===== config.mk =====
export PLATFORM = sky130hd
export DESIGN_NAME = pci_simple_target
export DESIGN_NICKNAME = d
export VERILOG_FILES = /design/src/rtl/pci_simple_target.sv
export SDC_FILE = /design/constraint.sdc
export NUM_CORES = 2
export LEC_CHECK = 0
export ABC_CLOCK_PERIOD_IN_PS = 4210
export BUFFER_PORTS_ARGS = -buffer_cell sky130_fd_sc_hd__buf_4
export CAP_MARGIN = 20
export CORE_UTILIZATION = 58
export CTS_CLUSTER_DIAMETER = 30
export DETAILED_ROUTE_END_ITERATION = 12
export PLACE_DENSITY = 0.77
export SLEW_MARGIN = 30
export SYNTH_ARGS = -nofsm -noshare
export SYNTH_HDL_FRONTEND = slang
export SYNTH_SLANG_ARGS = --single-unit
export TNS_END_PERCENT = 5

===== constraint.sdc =====
create_clock -name clk -period 4.21 [get_ports clk]
set_clock_uncertainty 0.1 [all_clocks]
set_input_delay 0.2105 -clock clk [delete_from_list [all_inputs] [get_ports clk]]
set_output_delay 0.2105 -clock clk [all_outputs]
set_load 0.02 [all_outputs]

===== src/rtl/pci_simple_target.sv =====
// pci_simple_target: 32-bit PCI target with a type-0 config space and one BAR0 memory window backed by word RAM.
// Define PCI_TGT_PARITY_CHECK_EN to enable address/write-data parity checking with PERR# reporting.
module pci_simple_target #(
  parameter logic [15:0] VENDOR_ID = 16'h10EE,
  parameter logic [15:0] DEVICE_ID = 16'h6120,
  parameter int unsigned MEM_AW    = 6
) (
  input  logic        clk,
  input  logic        rst,
  input  logic [31:0] ad_i,
  output logic [31:0] ad_o,
  output logic        ad_oe,
  input  logic [3:0]  cbe_n_i,
  input  logic        frame_n_i,
  input  logic        irdy_n_i,
  input  logic        idsel_i,
  input  logic        par_i,
  output logic        par_o,
  output logic        par_oe,
  output logic        devsel_n_o,
  output logic        trdy_n_o,
  output logic        stop_n_o,
  output logic        ctl_oe,
  output logic        perr_n_o,
  output logic        perr_oe
);

  localparam int unsigned WORDS    = 2 ** MEM_AW;
  localparam logic [31:0] BAR_MASK = ~((32'd1 << (MEM_AW + 2)) - 32'd1);

  typedef enum logic [2:0] {
    S_IDLE, S_CLAIM, S_WDATA, S_RWAIT, S_RDATA, S_DISC, S_TURN, S_BUSY
  } state_e;

  state_e              state_q, state_d;
  logic                frame_q;
  logic [MEM_AW-1:0]   addr_q, addr_d, addr_inc;
  logic                cfg_q, cfg_d;
  logic                wr_q, wr_d;
  logic [5:0]          cfg_idx_q, cfg_idx_d;
  logic                mem_en_q, mem_en_d;
  logic [31:0]         bar_q, bar_d;
  logic [31:0]         ad_o_q, ad_o_d;
  logic                ad_oe_q, ad_oe_d;
  logic                par_o_q, par_oe_q;
  logic                devsel_n_q, devsel_n_d;
  logic                trdy_n_q, trdy_n_d;
  logic                stop_n_q, stop_n_d;
  logic                ctl_oe_q, ctl_oe_d;
  logic [31:0]         cfg_rdata;
  logic                cfg_hit, mem_hit, xfer, wr_xfer, mem_we, addr_perr;
  logic [31:0]         mem_q [WORDS];

  assign cfg_hit = idsel_i && (cbe_n_i == 4'hA || cbe_n_i == 4'hB) && (ad_i[1:0] == 2'b00);
  assign mem_hit = (cbe_n_i inside {4'h6, 4'h7, 4'hC, 4'hE, 4'hF}) && mem_en_q &&
                   (ad_i[31:MEM_AW+2] == bar_q[31:MEM_AW+2]);
  assign xfer    = !irdy_n_i && !trdy_n_q;
  assign wr_xfer = (state_q == S_WDATA) && xfer;
  assign mem_we  = wr_xfer && !cfg_q && !rst;

  always_comb begin
    case (cfg_idx_q)
      6'd0:    cfg_rdata = {DEVICE_ID, VENDOR_ID};
      6'd1:    cfg_rdata = {30'd0, mem_en_q, 1'b0};
      6'd4:    cfg_rdata = bar_q;
      default: cfg_rdata = 32'd0;
    endcase
  end

  // Next-state and registered-output decode
  always_comb begin
    state_d    = state_q;
    addr_d     = addr_q;
    cfg_d      = cfg_q;
    wr_d       = wr_q;
    cfg_idx_d  = cfg_idx_q;
    mem_en_d   = mem_en_q;
    bar_d      = bar_q;
    ad_o_d     = ad_o_q;
    ad_oe_d    = ad_oe_q;
    devsel_n_d = devsel_n_q;
    trdy_n_d   = trdy_n_q;
    stop_n_d   = stop_n_q;
    ctl_oe_d   = ctl_oe_q;
    addr_inc   = addr_q + MEM_AW'(1);

    case (state_q)
      S_IDLE: begin
        if (!frame_n_i && frame_q) begin
          addr_d    = ad_i[MEM_AW+1:2];
          cfg_idx_d = ad_i[7:2];
          cfg_d     = cfg_hit;
          wr_d      = cbe_n_i[0];
          state_d   = (cfg_hit || mem_hit) ? S_CLAIM : S_BUSY;
        end
      end
      S_CLAIM: begin
        if (addr_perr) begin
          state_d = S_BUSY;
        end else begin
          devsel_n_d = 1'b0;
          ctl_oe_d   = 1'b1;
          if (wr_q) begin
            trdy_n_d = 1'b0;
            stop_n_d = ~(cfg_q || (&addr_q));
            state_d  = S_WDATA;
          end else begin
            ad_oe_d = 1'b1;
            state_d = S_RWAIT;
          end
        end
      end
      S_RWAIT: begin
        trdy_n_d = 1'b0;
        stop_n_d = ~(cfg_q || (&addr_q));
        ad_o_d   = cfg_q ? cfg_rdata : mem_q[addr_q];
        state_d  = S_RDATA;
      end
      S_WDATA, S_RDATA: begin
        if (xfer) begin
          addr_d = addr_inc;
          if (state_q == S_RDATA) begin
            ad_o_d = mem_q[addr_inc];
          end else if (cfg_q) begin
            if (cfg_idx_q == 6'd1 && !cbe_n_i[0]) mem_en_d = ad_i[1];
            if (cfg_idx_q == 6'd4) begin
              for (int b = 0; b < 4; b++) begin
                if (!cbe_n_i[b]) bar_d[8*b +: 8] = ad_i[8*b +: 8] & BAR_MASK[8*b +: 8];
              end
            end
          end
          if (frame_n_i) begin
            devsel_n_d = 1'b1;
            trdy_n_d   = 1'b1;
            stop_n_d   = 1'b1;
            ad_oe_d    = 1'b0;
            state_d    = S_TURN;
          end else if (!stop_n_q) begin
            // Disconnect-with-data: one word taken, then hold STOP until FRAME# rises
            trdy_n_d = 1'b1;
            state_d  = S_DISC;
          end else begin
            stop_n_d = ~(&addr_inc);
          end
        end
      end
      S_DISC: begin
        if (frame_n_i) begin
          devsel_n_d = 1'b1;
          trdy_n_d   = 1'b1;
          stop_n_d   = 1'b1;
          ad_oe_d    = 1'b0;
          state_d    = S_TURN;
        end
      end
      S_TURN: begin
        ctl_oe_d = 1'b0;
        state_d  = S_IDLE;
      end
      S_BUSY: begin
        if (frame_n_i && irdy_n_i) state_d = S_IDLE;
      end
      default: state_d = S_IDLE;
    endcase
  end

  always_ff @(posedge clk) begin
    if (rst) begin
      state_q    <= S_IDLE;
      frame_q    <= 1'b1;
      addr_q     <= '0;
      cfg_q      <= 1'b0;
      wr_q       <= 1'b0;
      cfg_idx_q  <= '0;
      mem_en_q   <= 1'b0;
      bar_q      <= '0;
      ad_o_q     <= '0;
      ad_oe_q    <= 1'b0;
      par_o_q    <= 1'b0;
      par_oe_q   <= 1'b0;
      devsel_n_q <= 1'b1;
      trdy_n_q   <= 1'b1;
      stop_n_q   <= 1'b1;
      ctl_oe_q   <= 1'b0;
    end else begin
      state_q    <= state_d;
      frame_q    <= frame_n_i;
      addr_q     <= addr_d;
      cfg_q      <= cfg_d;
      wr_q       <= wr_d;
      cfg_idx_q  <= cfg_idx_d;
      mem_en_q   <= mem_en_d;
      bar_q      <= bar_d;
      ad_o_q     <= ad_o_d;
      ad_oe_q    <= ad_oe_d;
      par_o_q    <= ^{ad_o_q, cbe_n_i};
      par_oe_q   <= ad_oe_q;
      devsel_n_q <= devsel_n_d;
      trdy_n_q   <= trdy_n_d;
      stop_n_q   <= stop_n_d;
      ctl_oe_q   <= ctl_oe_d;
    end
  end

  // Byte-merging RAM write; contents survive reset
  always_ff @(posedge clk) begin
    if (mem_we) begin
      for (int b = 0; b < 4; b++) begin
        if (!cbe_n_i[b]) mem_q[addr_q][8*b +: 8] <= ad_i[8*b +: 8];
      end
    end
  end

`ifdef PCI_TGT_PARITY_CHECK_EN
  logic par_exp_q, wr_xfer_q, err_q, perr_n_q, perr_oe_q;

  // PAR arrives one clock after the AD/CBE it covers
  always_ff @(posedge clk) begin
    if (rst) begin
      par_exp_q <= 1'b0;
      wr_xfer_q <= 1'b0;
      err_q     <= 1'b0;
      perr_n_q  <= 1'b1;
      perr_oe_q <= 1'b0;
    end else begin
      par_exp_q <= ^{ad_i, cbe_n_i};
      wr_xfer_q <= wr_xfer;
      err_q     <= wr_xfer_q && (par_i != par_exp_q);
      perr_n_q  <= ~err_q;
      perr_oe_q <= err_q || !perr_n_q;
    end
  end

  assign addr_perr = (par_i != par_exp_q);
  assign perr_n_o  = perr_n_q;
  assign perr_oe   = perr_oe_q;
`else
  logic unused_par;
  assign unused_par = par_i;
  assign addr_perr  = 1'b0;
  assign perr_n_o   = 1'b1;
  assign perr_oe    = 1'b0;
`endif

  assign ad_o       = ad_o_q;
  assign ad_oe      = ad_oe_q;
  assign par_o      = par_o_q;
  assign par_oe     = par_oe_q;
  assign devsel_n_o = devsel_n_q;
  assign trdy_n_o   = trdy_n_q;
  assign stop_n_o   = stop_n_q;
  assign ctl_oe     = ctl_oe_q;

endmodule

======== After elaboration in Yosys (flattened, before gate mapping) ========
Memory sizes are Yosys's and may differ from the RTL's. A register that Yosys moved wholly into a read port is not among the register bits.
Index checks and enable logic that the tools add are counted.
operators by class
  $add $sub $neg .......................... 1
  eq/ne operators ......................... 25
  multiplexer cells ....................... 50
  bitwise gates (word level) .............. 6
  reductions and logical operators ........ 45
operators with widths
  operator                                                          number
  32-bit two-way mux                                                3
  32-bit one-hot mux with 3 select lines                            1
  32-bit one-hot mux with 2 select lines                            1
  36-bit parity                                                     1
  6-bit AND reduction                                               5
  1-bit two-way mux                                                 27
  24-bit == test                                                    1
  6-bit two-way mux                                                 4
  3-bit two-way mux                                                 7
  3-bit one-hot mux with 7 select lines                             1
  4-bit == test (second input constant)                             5
  5-bit AND reduction                                               3
  2-bit != test (second input constant)                             7
  3-bit == test (second input constant)                             4
  6-bit one-hot mux with 2 select lines                             1
  1-bit logical AND                                                 11
  3-bit AND reduction                                               3
  4-bit by 3-bit == test with 1-bit output (second input constant)  2
  1-bit one-hot mux with 4 select lines                             2
  6-bit by 1-bit adder with 6-bit output (second input constant)    1
  3-bit by 2-bit == test with 1-bit output (second input constant)  2
  6-bit by 1-bit == test with 1-bit output (second input constant)  1
  6-bit by 3-bit == test with 1-bit output (second input constant)  1
  1-bit zero test                                                   6
  other kinds (16)                                                  27
storage, ports and cells
  register bits after elaboration ......... 82
  bits in writable memories ............... 2048
  input port bits ......................... 42
  output and inout port bits .............. 41
  logic and storage cells ................. 146
  memories kept ........................... 1
memories
  memory  depth  width  rd ports  clocked after memory_dff  wr ports  line  RTL
  mem_q   64     32     2         1                         1         52    logic [31:0] mem_q [WORDS];

======== Longest topological paths before layout ========
  depth in word-level cells ............... 8
  mapped depth ............................ 19
  depth with buffers taken out ............ 9

======== Worst setup path before layout ========
OpenSTA, ideal clock, no wires.
  path kind ............................... register -> register
  start ................................... reg addr_q[0]
  end ..................................... reg ad_o_q[14], in the netlist ad_o[14]
  library setup time ...................... 0.134 ns
  arrival ................................. 4.046 ns
  required time ........................... 3.976 ns
  setup slack ............................. -0.070 ns
  cell stages (with the launch flop) ...... 17
  buffers on the path ..................... 10
  clock period less this slack ............ 4.280 ns
  cell sequence ........................... dfxtp_1 buf_4 buf_6 buf_6 buf_4 buf_4 buf_4 clkinv_1 ha_1 buf_4 buf_2 clkbuf_1 clkbuf_1 mux4_2 mux4_2 o2111ai_1 o211ai_1
between the ends
  word-level cells in the longest chain between the ends .. 5
ends and longest elaborated chain
  what                                    line  RTL
  start: declaration                      37    logic [MEM_AW-1:0] addr_q, addr_d, addr_inc;
  start signal: assignment                188   addr_q <= addr_d;
  6-bit by 1-bit adder with 6-bit output  85    addr_inc = addr_q + MEM_AW'(1);
  memory 64 x 32 bit                      -
  32-bit two-way mux                      122   if (state_q == S_RDATA) begin
  32-bit two-way mux                      120   if (xfer) begin
  32-bit one-hot mux with 2 select lines  87    case (state_q)
  end signal: assignment                  194   ad_o_q <= ad_o_d;
  end: declaration                        43    logic [31:0] ad_o_q, ad_o_d;
Every way passes these cells. The select of a mux whose other input is x is not followed.
A chain may end at the register's enable or synchronous reset.

======== Worst setup path after layout ========
  start ................................... reg addr_q[0]
  end ..................................... reg ad_o_q[22], in the netlist ad_o[22]
Same word-level chain as after synthesis.

==> impl_metrics.toml <==
[yosys]
ys_types = 81
synth_edf_count = 2048
synthFlopType = "edfxtp_1"
synth.net_count = 5412
synth-seq-cells = 2136
synthCells = 5362
yosysSeqAreaShare_pct = 63.0
syn_area_per_cell_sq_um = 18.7
synth_area_sq_mm = 0.100
async_reset_ff_share_pct = 0
yosysWarningCount = 0

[power_and_ir_drop]
p_per_area_mw_per_mm2 = 629
leakage_nw = 38.9
peakVddDrop_mv = 0.550
total_power_mw = 76.5

[placed_design]
io_buffers = 79
dpl.hpwl_um = 233000
gp_congestion = 1.06
place_area_sq_mm = 0.107

[timing]
min_period_ns = 3.86
grt_setup_unrepaired = "false"
relSlewSlack_pct = 24.8
whs_ns = 0.0166
slew_violations = 0
fmax_mhz = 259
tightest_slew_ns = 1.12
finalHoldViolCount = 0
finalSetupViolCount = 0
period_share_pct = 91.7

[cells_and_area]
final_common_cell = "edfxtp_1"
multi_input_area_sq_mm = 0.0352
seq_area_sq_mm = 0.0633
layout.nets = 6085
fillCellCount = 9852
final_core_utilization_pct = 70.9
final_area_sq_mm = 0.122
mostFrequentLayoutCells = "edfxtp_1, mux4_2, buf_4"
area_growth_pct = 21.2
drive_gt1_share_pct = 39.9

[floorplan]
ios = 83
die_area_sq_mm = 0.175
die_y_um = 418
core_area_sq_mm = 0.172
dieWidth_um = 418
rows = 152
start_util_pct = 58.5

[clock_network]
cts_hold_buf = 48
cts_tree = "done"
cts_buffers = 425
post_cts_buffers = 0
cts-root-buf = "clkbuf_16"
cts_buffer_depth = 4
ctsResizeCount = 0
cts_htree_levels = 5
worstSkewPairLatency_ns = 1.03
path_clk_slew_ns = 0.05
cts_sinks = 2136

[grt]
antenna_found_initial = 27
gr-total-overflow = 0
grt_use_total_pct = 42.4
grt_max_degree = 67
grt_pass1_vias = 65900
grt_pass1_wl_um = 509000

[route]
wl_per_cell_um = 42.1
wirelength_um = 367000
dr.pass1.iters = 8
vias = 67100
drt_iter0_drc = 13100
wl_met1_um = 111000
wl_met3_um = 62500
routed.top_layer = "met5"
drc = 0
drt-vias-per-instance = 7.69
wl_met2_um = 160000
antenna_left = 0

[run]
maxCapViolations = 0

[setup_path]
r2r_cells = 11
cp-start-kind = "flip-flop"
r2r-start = "addr_q[0]"
crit_path_end_kind = "flip-flop"
cp.required_ns = 4.96
worstReg2RegEnd = "ad_o[22]"
arrival_ns = 4.61
worst-path-max-fanout = 14
r2r_slack_ns = 0.35
crit_type = "reg -> reg"

[worst_hold_path]
min_from = "ad_i[19]"
holdPathEnd = "mem_q[34][19]"
hold_depth = 2
hold_class = "in -> reg"

[run_status]
status = "complete, no violations"
==> power breakdown <==
| group | switching [mW] | total (mW) | internal [mW] |
|---|---|---|---|
| Clock | 11.8 | 34.2 | 22.5 |
| Combinational | 11.0 | 18.3 | 7.33 |
| Sequential | 0.504 | 24.0 | 23.5 |
==> per-stage QoR <==
step | setup TNS (ns) | setup WS (ns) | instances
floorplan | -0.0249 | -0.00884 | 5362
global placement | 0 | 0.425 | 7869
detailed placement | 0 | 0.392 | 7869
CTS | 0 | 0.197 | 8691
global route | 0 | 0.276 | 8697
finish | 0 | 0.351 | 8723
==> how the worst max path moves through the flow <==
stage	from	end	slack, ns
2_1_floorplan	addr_q[0]	ad_o[14]	-0.009
3_5_place_dp	addr_q[0]	ad_o[22]	0.39
3_3_place_gp	addr_q[0]	ad_o[22]	0.42
5_1_grt	flip-flop	ad_o[25]	0.28
6_report	addr_q[0]	ad_o[22]	0.35
4_1_cts	addr_q[0]	ad_o[22]	0.20
==> cell type report <==
type                       instances  share of cell area (%)
sequential                      2136                    52.0
clock inverter                   306                    2.90
timing repair buffer             664                    4.66
multi-input combinational       2791                    28.9
clock buffer                     468                    9.02
tap                             2310                    2.37
inverter                          17                  0.0545
antenna                           31                  0.0637
==> synth_stat cells (5+ instances only) <==
cell / number / share of area (%)
nand3_1: 83 / 0.41
o211ai_1: 19 / 0.14
a31oi_1: 39 / 0.24
a32oi_1: 22 / 0.19
dfxtp_1: 88 / 1.8
o221ai_1: 10 / 0.087
buf_2: 131 / 0.65
or2_2: 5 / 0.031
a211o_1: 6 / 0.052
buf_6: 27 / 0.30
a311oi_1: 16 / 0.14
mux2_2: 10 / 0.11
inv_1: 12 / 0.045
buf_1: 58 / 0.22
a221o_1: 7 / 0.070
nor3_1: 25 / 0.12
o21ai_0: 54 / 0.27
nand2_1: 439 / 1.6
mux4_2: 1144 / 26
a21oi_1: 109 / 0.54
xor2_1: 19 / 0.17
nor2b_1: 22 / 0.14
nor2_1: 358 / 1.3
edfxtp_1: 2048 / 61
a221oi_1: 10 / 0.087
and3_1: 19 / 0.12
nand4_1: 15 / 0.093
nand2b_1: 13 / 0.081
o2111ai_1: 10 / 0.087
xnor2_1: 44 / 0.38
a2111oi_0: 21 / 0.18
o221a_1: 5 / 0.056
o22ai_1: 14 / 0.087
ha_1: 8 / 0.10
nor4_1: 11 / 0.069
and2_1: 5 / 0.031
mux2i_1: 114 / 1.1
clkbuf_1: 142 / 0.53
buf_4: 60 / 0.45
a211oi_1: 24 / 0.18
a22oi_1: 9 / 0.067
a22o_1: 7 / 0.061
o21ai_1: 8 / 0.040
==> layer usage <==
metal | track usage (%) | up-vias
met5 | 0 | -
met4 | 30.1 | 24
met3 | 16.8 | 1768
met2 | 61.0 | 7312
met1 | 52.7 | 33800
li1 | - | 24200
==> cells by family after synthesis <==
kind of cell / after synthesis / synth area share (%)
other cells: 2 / 0.00748
buf+inv: 435 / 2.21
xor+xnor: 65 / 0.582
flops: 2136 / 63.0
simple gates: 1013 / 4.22
fa+ha+maj: 8 / 0.0997
compound gates: 434 / 2.98
mux: 1269 / 26.9
==> critical path, stage by stage (launching register included) <==
cell	delay, ns
dfxtp_4	0.46
clkinv_1	0.18
ha_4	0.45
buf_12	0.22
buf_4	0.28
mux4_2	0.35
nor2_1	0.10
nor2_1	0.08
o311ai_1	0.67
a21oi_1	0.20
a311oi_1	0.47
o32ai_1	0.13
==> state kept, by name (all words and copies together) (netlist names), named ones only <==
signal      cells
ad_o           32
ad_oe           1
addr_q          6
bar_q          24
cfg_idx_q       6
cfg_q           1
ctl_oe          1
devsel_n_o      1
frame_q         1
mem_en_q        1
mem_q        2048
par_o           1
par_oe          1
state_q         3
stop_n_o        1
trdy_n_o        1
wr_q            1
(Power assumes the default switching activity.)
